### src/rtl/imm_pack_if.sv
// Request/result handshake bundle for imm_pack: encode request in, packed immediate out.
interface imm_pack_if #(
    parameter int unsigned WIDTH   = 24,
    parameter int unsigned C_WIDTH = 2,
    parameter int unsigned I_WIDTH = 31
);
    logic               inValid;
    logic               inReady;
    logic [C_WIDTH:0]   immSrc;
    logic [I_WIDTH:0]   immVal;
    logic               outValid;
    logic               outReady;
    logic [WIDTH:0]     imm;
    logic               immErr;

    modport master (
        output inValid, immSrc, immVal, outReady,
        input  inReady, outValid, imm, immErr
    );

    modport slave (
        input  inValid, immSrc, immVal, outReady,
        output inReady, outValid, imm, immErr
    );
endinterface

### src/rtl/imm_pack.sv
// Packs a 32-bit immediate into instruction bits [31:7] per format, behind a 2-entry result FIFO.
// Define IMM_PACK_RANGE_CHECK_EN to flag immediates that the chosen format cannot represent.
module imm_pack #(
    parameter int unsigned WIDTH   = 24,
    parameter int unsigned C_WIDTH = 2,
    parameter int unsigned I_WIDTH = 31
) (
    input logic        clk,
    input logic        reset_n,
    imm_pack_if.slave  bus
);
    localparam logic [C_WIDTH:0] FmtI = 'd0;
    localparam logic [C_WIDTH:0] FmtS = 'd1;
    localparam logic [C_WIDTH:0] FmtB = 'd2;
    localparam logic [C_WIDTH:0] FmtU = 'd3;
    localparam logic [C_WIDTH:0] FmtJ = 'd4;

    typedef enum logic [1:0] {StEmpty, StOne, StFull} state_e;

    state_e             state_q, state_d;
    logic [WIDTH+1:0]   head_q, head_d;   // {immErr, imm}
    logic [WIDTH+1:0]   tail_q, tail_d;

    logic [C_WIDTH:0]   src;
    logic [I_WIDTH:0]   v;
    logic [WIDTH:0]     enc;
    logic               err;
    logic               push, pop;

    assign src = bus.immSrc;
    assign v   = bus.immVal;

    always_comb begin
        enc = '0;
        err = 1'b0;
        case (src)
            FmtI: begin
                enc[24:13] = v[11:0];
`ifdef IMM_PACK_RANGE_CHECK_EN
                err = !((&v[31:11]) || !(|v[31:11]));
`endif
            end
            FmtS: begin
                enc[24:18] = v[11:5];
                enc[4:0]   = v[4:0];
`ifdef IMM_PACK_RANGE_CHECK_EN
                err = !((&v[31:11]) || !(|v[31:11]));
`endif
            end
            FmtB: begin
                enc[24]    = v[12];
                enc[23:18] = v[10:5];
                enc[4:1]   = v[4:1];
                enc[0]     = v[11];
`ifdef IMM_PACK_RANGE_CHECK_EN
                err = !((&v[31:12]) || !(|v[31:12])) || v[0];
`endif
            end
            FmtU: begin
                enc[24:5] = v[31:12];
`ifdef IMM_PACK_RANGE_CHECK_EN
                err = |v[11:0];
`endif
            end
            FmtJ: begin
                enc[24]    = v[20];
                enc[23:14] = v[10:1];
                enc[13]    = v[11];
                enc[12:5]  = v[19:12];
`ifdef IMM_PACK_RANGE_CHECK_EN
                err = !((&v[31:20]) || !(|v[31:20])) || v[0];
`endif
            end
            default: begin
                enc = '0;
                err = 1'b1;
            end
        endcase
    end

    assign bus.inReady  = (state_q != StFull);
    assign bus.outValid = (state_q != StEmpty);
    assign bus.imm      = head_q[WIDTH:0];
    assign bus.immErr   = head_q[WIDTH+1];

    assign push = bus.inValid && bus.inReady;
    assign pop  = bus.outValid && bus.outReady;

    always_comb begin
        state_d = state_q;
        head_d  = head_q;
        tail_d  = tail_q;
        case (state_q)
            StEmpty: begin
                if (push) begin
                    head_d  = {err, enc};
                    state_d = StOne;
                end
            end
            StOne: begin
                // Simultaneous push/pop replaces the head so the new entry shows next cycle.
                if (push && pop) begin
                    head_d = {err, enc};
                end else if (push) begin
                    tail_d  = {err, enc};
                    state_d = StFull;
                end else if (pop) begin
                    state_d = StEmpty;
                end
            end
            StFull: begin
                if (pop) begin
                    head_d  = tail_q;
                    state_d = StOne;
                end
            end
            default: state_d = StEmpty;
        endcase
    end

    always_ff @(posedge clk or negedge reset_n) begin
        if (!reset_n) begin
            state_q <= StEmpty;
            head_q  <= '0;
            tail_q  <= '0;
        end else begin
            state_q <= state_d;
            head_q  <= head_d;
            tail_q  <= tail_d;
        end
    end
endmodule

### src/flat_wrapper.sv
// flat-port wrapper written by rule: the top's interface ports become plain ports
module imm_pack_flat 
#(
    parameter int unsigned WIDTH   = 24,
    parameter int unsigned C_WIDTH = 2,
    parameter int unsigned I_WIDTH = 31
)
  (clk, reset_n, bus_inValid, bus_immSrc, bus_immVal, bus_outReady, bus_inReady, bus_outValid, bus_imm, bus_immErr);
  imm_pack_if #(.WIDTH(WIDTH), .C_WIDTH(C_WIDTH), .I_WIDTH(I_WIDTH)) bus_i ();
  input logic clk;
  input logic reset_n;
  input wire logic [$bits(bus_i.inValid)-1:0] bus_inValid;
  input wire logic [$bits(bus_i.immSrc)-1:0] bus_immSrc;
  input wire logic [$bits(bus_i.immVal)-1:0] bus_immVal;
  input wire logic [$bits(bus_i.outReady)-1:0] bus_outReady;
  output wire logic [$bits(bus_i.inReady)-1:0] bus_inReady;
  output wire logic [$bits(bus_i.outValid)-1:0] bus_outValid;
  output wire logic [$bits(bus_i.imm)-1:0] bus_imm;
  output wire logic [$bits(bus_i.immErr)-1:0] bus_immErr;
  assign bus_i.inValid = bus_inValid;
  assign bus_i.immSrc = bus_immSrc;
  assign bus_i.immVal = bus_immVal;
  assign bus_i.outReady = bus_outReady;
  assign bus_inReady = bus_i.inReady;
  assign bus_outValid = bus_i.outValid;
  assign bus_imm = bus_i.imm;
  assign bus_immErr = bus_i.immErr;
  imm_pack #(.WIDTH(WIDTH), .C_WIDTH(C_WIDTH), .I_WIDTH(I_WIDTH)) u_core (.clk(clk), .reset_n(reset_n), .bus(bus_i));
endmodule
### config.mk
export PLATFORM = sky130hd
export DESIGN_NAME = imm_pack_flat
export DESIGN_NICKNAME = d
export VERILOG_FILES = /design/src/rtl/imm_pack_if.sv /design/src/rtl/imm_pack.sv /design/src/flat_wrapper.sv
export SDC_FILE = /design/constraint.sdc
export NUM_CORES = 1
export LEC_CHECK = 0
export ABC_CLOCK_PERIOD_IN_PS = 3950
export BUFFER_PORTS_ARGS = -buffer_cell sky130_fd_sc_hd__buf_2
export CORE_MARGIN = 2
export CORE_UTILIZATION = 25
export CTS_CLUSTER_DIAMETER = 60
export DETAILED_ROUTE_END_ITERATION = 12
export GPL_TIMING_DRIVEN = 0
export PLACE_DENSITY = 0.45
export SETUP_SLACK_MARGIN = 0.02
export SLEW_MARGIN = 5
export SYNTH_ARGS = -nofsm -noshare
export SYNTH_HDL_FRONTEND = slang
export SYNTH_SLANG_ARGS = --single-unit
### constraint.sdc
create_clock -name clk -period 3.95 [get_ports clk]
set_input_delay 0 -clock clk [delete_from_list [all_inputs] [get_ports clk]]
set_output_delay 0 -clock clk [all_outputs]
set_load 0.02 [all_outputs]
==> results of run 1 <==
-- cells in the mapped netlist, drive strengths merged --
cell / count
nor3: 1
buf: 14
nor2: 30
a21o: 2
nand2b: 7
nor2b: 3
xnor2: 1
a221oi: 4
a22oi: 8
a2bb2oi: 1
dfrtp: 54
a21oi: 32
nand3: 8
and3b: 2
nand2: 40
a221o: 1
nand3b: 2
a211oi: 2
o31ai: 1
o21a: 1
o22ai: 1
a32oi: 4
nor3b: 1
o31a: 1
and2: 1
mux2i: 6
or2: 3
and3: 1
inv: 1
mux2: 6
clkbuf: 7
o21ai: 26
-- per-layer routing --
| metal | global-route usage, % | wire length (um) | vias to the layer above |
|---|---|---|---|
| met3 | 2.870 | 313 | 7 |
| met4 | 3.810 | 82 | 0 |
| met1 | 18.61 | 3532 | 1110 |
| li1 | - | - | 1121 |
| met2 | 22.31 | 3376 | 62 |
| met5 | 0 | 0 | - |
-- report_power, final --
part           leakage, nW  total (mW)  switching (mW)  internal [mW]
logic                0.810       0.515           0.316          0.199
registers            0.686       0.767          0.0741          0.693
clock network       0.0482       0.323           0.181          0.142
-- path summary, 6_finish.rpt --
check / cells past startpoint / slack, ps / start / endpoint
max in group asynchronous: 2 / 3190 / reset_n / u_core.tail_q[3]$_DFFE_PN0P_
min: 3 / 5 / bus_immVal[6] / u_core.head_q[19]$_DFFE_PN0P_
max reg2reg: 6 / 2280 / u_core.state_q[1]$_DFFE_PN0P_ / u_core.head_q[21]$_DFFE_PN0P_
max: 5 / 2220 / u_core.state_q[1]$_DFFE_PN0P_ / bus_inReady
min reg2reg: 2 / 480 / u_core.tail_q[18]$_DFFE_PN0P_ / u_core.tail_q[18]$_DFFE_PN0P_
min in group asynchronous: 2 / 270 / reset_n / u_core.head_q[12]$_DFFE_PN0P_
-- cell type report --
type / count / area, sq um
plain buffers: 21 / 107.6
repair buffers: 83 / 503.0
multi-input cells: 196 / 1084
inverters: 1 / 3.754
fillers: 1096 / 6513
well taps: 133 / 166.4
clock buffers: 7 / 86.33
clock inverters: 1 / 5.005
flip-flops and latches: 54 / 1351
-- sequential cells by signal, indices dropped and copies added, names as in the netlist --
signal          cells
u_core.head_q      26
u_core.state_q      2
u_core.tail_q      26
-- stage by stage --
step	instance area (sq um)	setup slack, ps	power, mW	utilization, %	hold slack (ps)
final	3307	2220	1.605	33.68	4.805
after global routing	3307	2101	1.726	33.68	5.979
after CTS	3294	2194	1.631	33.55	3.076
after detailed placement	3043	2275	1.291	30.99	247.4
after global placement	3043	2300	1.279	30.99	247.1
after floorplan	2546	2540	1.093	-	-295.6
-- critical path, delay by kind of cell, from the launching register on --
family / cells / cell delay (ps)
flip-flops: 1 / 450
AND/OR/NAND/NOR: 1 / 160
buffers and inverters: 4 / 810
-- kinds of logic (layout without fill, tap and decap cells) --
logic type / Yosys count / in the layout / share of synthesized area [%]
AND/OR/NAND/NOR: 99 / 99 / 17.44
AO/OA/AOI/OAI: 84 / 84 / 19.75
flip-flops: 54 / 54 / 53.07
buffers and inverters: 22 / 113 / 4.373
multiplexers: 12 / 12 / 5.012
XOR/XNOR: 1 / 1 / 0.3440
-- cell usage in the layout (no fill, tap or decap), drive strengths merged, types with 2 or more instances in the layout --
cell type,instances
a211oi,2
a21o,2
a21oi,32
a221oi,4
a22oi,8
a32oi,4
and3b,2
buf,80
clkbuf,14
dfrtp,54
dlygate4sd3,17
mux2,6
mux2i,6
nand2,40
nand2b,7
nand3,8
nand3b,2
nor2,30
nor2b,3
o21ai,26
or2,3
-- repair_timing --
action | 4_1_cts | 5_1_grt
hold endpoints to repair | 27 | 54
endpoints found under the setup margin | 0 | 0
hold buffers | 16 | 1
==> metrics.md, run 1 <==
| Metric | Value |
|---|---|
| Seq cells post-synth | 54 |
| Slowest cell on the critical path | dfrtp_1 |
| CTS Buf Count | 5 |
| Syn Nets | 311 |
| TritonRoute pass-1 iters | 4 |
| Initial antenna violation count | 0 |
| Postcts setup bufs | 0 |
| Die X | 104.9 um |
| CTS tree | built |
| Synth unique cells | 39 |
| Cell taking the most area after synthesis | dfrtp_1 |
| Fmax | 0.5781 GHz |
| Share of the yosys chip area belonging to registers | 53.07% |
| Startpoint Class | flop |
| Syn_area_per_cell | 9.361 sq um |
| Min-delay worst type | primary input to flop |
| Cell area after synthesis | 0.002546 sq mm |
| Nets@finish | 401 |
| Crit path cell chain | nor2b_1, buf_2, inv_2, buf_2, buf_2 |
| Non-filler instance count after layout | 496 |
| Final hold vios | 0 |
| Proportion of layout cells with a drive suffix above 1 | 25.90% |
| Port buffer count | 66 |
| DP HPWL | 5158 um |
| Crit-path max FO | 10 |
| Top post-synthesis cells by area | dfrtp_1 (53%), a21oi_1 (6.1%), nand2_1 (5.9%), o21ai_0 (4.7%), nor2_1 (4.4%) |
| Relative slew margins | 51.91% |
| Total track usage | 13.77% |
| Power per cell area | 485.3 mW/mm^2 |
| Vias | 2300 |
| RSZ-0062 raised after global routing | no |
| Clock tree buffer depth | 2 |
| Antenna diodes | 0 |
| Static Leak | 1.544 nW |
| Site Rows | 36 |
| Initial Util | 25.93% |
| Core ar. | 0.009819 sq mm |
| Final GP Congestion | 0.7488 |
| DR iter-0 viols | 114 |
| Worst Tran Pin Value | 721.4 ps |
| Post-CTS Resized | 0 |
| Maxcap violations | 0 |
| Worst EP arrival | 1730 ps |
| Worst-Skew Late Latency | 310 ps |
| Dpl cells | 471 |
| Tmin final | 1730 ps |
| Clk sinks | 54 |
| Final ANT Viol Nets | 0 |
| Post-route clock period utilization | 43.79% |
| Final setup violation count | 0 |
| Routed WL | 7305 um |
| Cells after Synth | 272 |
| Most Frequent Cell on Critical Path | buf_2 |
| CTS root buf | clkbuf_8 |
| First-pass GRT wire length | 12080 um |
| Grt ovf | 0 |
| Max VDD drop | 0.1613 mV |
| Largest net degree at the start of global routing | 55 |
| Kind of critical path | flop to output port |
| Clock Skews | 2.917 ps |
| Via density | 4.637 |
| Syn. warnings | 0 |
| Die outline height | 104.9 um |
| Area grow syn2layout | 29.88% |
| CP endpoint kind | output port |
| Outcome | complete, no violations |
| # H-tree levels | 2 |
| DRC | 0 |
| Vias in the first global route | 2356 |
| Synth top area share | 53.07% |
| Setup tns final | 0 ps |
| CTS clk-pin slew, worst paths | 90 ps |
| I/O pin total | 67 |
| Die area | 0.01101 sq mm |
| Post-DR wirelength/cell | 14.73 um |
| Crit-path max cell delay | 450 ps |
| Slew Limit Fails | 0 |
| CP required | 3950 ps |
Power figures use the tool's default switching activity.
==> run 2: changes to the inputs <==
Settings changed: ABC_CLOCK_PERIOD_IN_PS 3950 to 1500, PLACE_DENSITY 0.45 to 0.46.
Clock period 3.95 ns to 1.5 ns, I/O delays scaled along.
==> run 2 against run 1 <==
Compared with the run above:
- the run now ends with setup timing left
- sequential cell count unchanged
- critical endpoint is now u_core.head_q[14]$_DFFE_PN0P_
- clock skew about the same
- final cell count up 2.6%
- first-iteration DRC count down 29%
- critical path depth up 2
- worst hold slack about the same
- clock-buffer cell count unchanged
- clock power rose to 2.6 times the previous value
==> metrics.md, run 2 (synthesis results as in run 1) <==
| Metric | Value |
|---|---|
| Gr busiest metal | met2 |
| DRC | 0 (unchanged) |
| Area grow syn2layout | 42.26% |
| Grt ovf | 0 (unchanged) |
| Clock Power Share | 18.9% (-1.2 points) |
| FF-to-FF Start | u_core.state_q[1]$_DFFE_PN0P_ |
| Most frequent cells in the layout | buf_2 (68), dfrtp_1 (52), nand2_1 (40) |
| Max VDD drop | 0.4510 mV (+180%) |
| CTS clk-pin slew, worst paths | 90 ps (about the same) |
| Crit-path max FO | 8 (-2) |
| CP required | 1700 ps (-2250 ps) |
| Die outline height | 104.9 um (unchanged) |
| Die area | 0.01101 sq mm (unchanged) |
| Setup ws final | -40.32 ps (-2261 ps) |
| Largest net degree at the start of global routing | 55 (unchanged) |
| DR iter-0 viols | 81 (-29%) |
| Maxcap violations | 0 (unchanged) |
| Initial Util | 25.93% (unchanged) |
| Sequential power share | 45.6% (-2.2 points) |
| TritonRoute pass-1 iters | 4 (unchanged) |
| Worst Tran Pin Value | 720.2 ps (-1.165 ps) |
| Proportion of layout cells with a drive suffix above 1 | 34.04% (+8.1 points) |
| First-pass GRT wire length | 11730 um (-2.9%) |
| Min-delay worst type | primary input to flop |
| Die X | 104.9 um (unchanged) |
| Comb pwr share | 35.5% (+3.4 points) |
| Vias | 2346 (+2.0%) |
| Initial antenna violation count | 0 (unchanged) |
| Port buffer count | 66 (unchanged) |
| Worst EP arrival | 1740 ps (about the same) |
| I/O pin total | 67 (unchanged) |
| Met3 usage | 3.244% (+0.37 points) |
| Footprint of the multi-input gates | 0.001159 sq mm (+6.9%) |
| CTS Buf Count | 5 (unchanged) |
| Met1 Track Usage GR | 19.08% (+0.47 points) |
| Clock Skews | 3.296 ps (+0.3784 ps) |
| CTS tree | built |
| Worst-Skew Late Latency | 300 ps (about the same) |
| Tmin final | 1540 ps |
| Final ANT Viol Nets | 0 (unchanged) |
| Worst reg-to-reg setup slack | -30 ps (-2310 ps) |
| R2R depth | 5 (-1) |
| Failing checks | setup timing |
| Final GP Congestion | 0.7441 (-0.63%) |
| Fmax | 0.6492 GHz |
| Site Rows | 36 (unchanged) |
| Startpoint Class | primary input |
| CP endpoint kind | flop |
| Most common cell after layout, fill and taps aside | buf_2 |
| Nets@finish | 414 (+3.2%) |
| Hold EP | u_core.head_q[20]$_DFFE_PN0P_ |
| DP Area | 0.003043 sq mm (unchanged) |
| Total track usage | 13.39% (-0.38 points) |
| Core ar. | 0.009819 sq mm (unchanged) |
| DP HPWL | 5031 um (-2.5%) |
| Via density | 4.609 (-0.61%) |
| Slew Limit Fails | 0 (unchanged) |
| Critical R2R Capture | u_core.head_q[14]$_DFFE_PN0P_ |
| Reg area | 0.001354 sq mm (+0.19%) |
| Routed WL | 7403 um (+1.3%) |
| Layout fillers | 1077 (-1.7%) |
| Antenna diodes | 0 (unchanged) |
| Worst Hold Launch | bus_immVal[7] |
| Clock tree buffer depth | 2 (unchanged) |
| # H-tree levels | 2 (unchanged) |
| RSZ-0062 raised after global routing | yes |
| Vias in the first global route | 2247 (-4.6%) |
| CTS root buf | clkbuf_8 |
| Sw Pwr | 1.566 mW (+170%) |
| Regs by FF count | u_core.head_q (26), u_core.tail_q (26), u_core.state_q (2) |
| Kind of critical path | primary input to flop |
| Post-DR wirelength/cell | 14.54 um (-1.2%) |
| Sw frac | 35.13% (-0.44 points) |
| Final setup violation count | 3 (+3) |
| Final hold vios | 0 (unchanged) |
| Hold depth | 3 (unchanged) |
| Outcome | complete, but fails checks |
| M2 GR Usage | 20.45% (-1.9 points) |
| Relative slew margins | 51.99% (+0.078 points) |
| Static Leak | 1.689 nW (+9.3%) |
| Post-route clock period utilization | 102.7% |
| Power per cell area | 1231 mW/mm^2 (+150%) |
| Design area | 0.003622 sq mm (+9.5%) |
| Setup tns final | -54.33 ps (-54.33 ps) |
| P_int | 2.892 mW (+180%) |
| Clk sinks | 54 (unchanged) |
## run 2: final cells by class
type | instances | area share, %
clock inverter | 1 | 0.1382
buffer | 20 | 5.389
inverter | 1 | 0.3109
timing repair buffer | 97 | 17.82
tap | 133 | 4.594
sequential | 54 | 37.37
clock buffer | 7 | 2.383
multi-input combinational | 196 | 31.99
## run 2: what timing repair did
item / CTS / global route
cloned: 0 / 2
pin swaps: 0 / 7
setup buffers: 3 / 9
hold endpoints to repair: 24 / 54
gates resized for setup: 30 / 36
setup endpoints to repair: 52 / 51
hold buffers: 16 / 1
## run 2: stage by stage
| stage | hold WS, ps | worst slack, ps | total power, mW | util (%) | cells |
|---|---|---|---|---|---|
| 6_report | 5.178 | -40.32 | 4.458 | 36.89 | 509 |
| 5_1_grt | 26.69 | -104.7 | 4.765 | 36.89 | 509 |
| 4_1_cts | 2.145 | -16.41 | 4.353 | 34.66 | 497 |
| 3_5_place_dp | 248.2 | -153.4 | 3.391 | 30.99 | 471 |
| 3_3_place_gp | 243.1 | -147.6 | 3.366 | 30.99 | 471 |
| 2_1_floorplan | -295.6 | 90.34 | 2.877 | - | 272 |
## run 2: power groups by stage
stage                     clock, mW  combinational, mW  sequential, mW
final                         0.842               1.58            2.03
after global routing          0.935               1.75            2.08
after CTS                     0.876               1.45            2.03
after detailed placement          0               1.34            2.05
after global placement            0               1.32            2.04
after floorplan                   0              0.600            2.28
## run 2: worst max-delay path by stage
| stage | end | startpoint | cells after the start | slack, ps |
|---|---|---|---|---|
| 6_report | u_core.head_q[14]$_DFFE_PN0P_ | bus_outReady | 7 | -40 |
| 2_1_floorplan | u_core.head_q[13]$_DFFE_PN0P_ | u_core.state_q[1]$_DFFE_PN0P_ | 6 | 90 |
| 3_5_place_dp | u_core.head_q[22]$_DFFE_PN0P_ | u_core.state_q[1]$_DFFE_PN0P_ | 6 | -150 |
| 5_1_grt | u_core.head_q[19]$_DFFE_PN0P_ | u_core.state_q[0]$_DFFE_PN0P_ | 6 | -100 |
| 4_1_cts | u_core.head_q[22]$_DFFE_PN0P_ | u_core.state_q[0]$_DFFE_PN0P_ | 6 | -20 |
| 3_3_place_gp | u_core.head_q[21]$_DFFE_PN0P_ | u_core.state_q[1]$_DFFE_PN0P_ | 6 | -150 |
## run 2: routing by layer
metal / up-vias / share of wire [%]
met3: 7 / 4.6
met5: - / 0
li1: 1149 / -
met2: 61 / 46
met1: 1129 / 49
met4: 0 / 0.95
## run 2: critical path, cell delays in order
cell and delay (ps):
dlygate4sd3_1 530, buf_2 160, nand2b_1 230, a21o_1 230, buf_6 150, buf_4 130, mux2_1 290
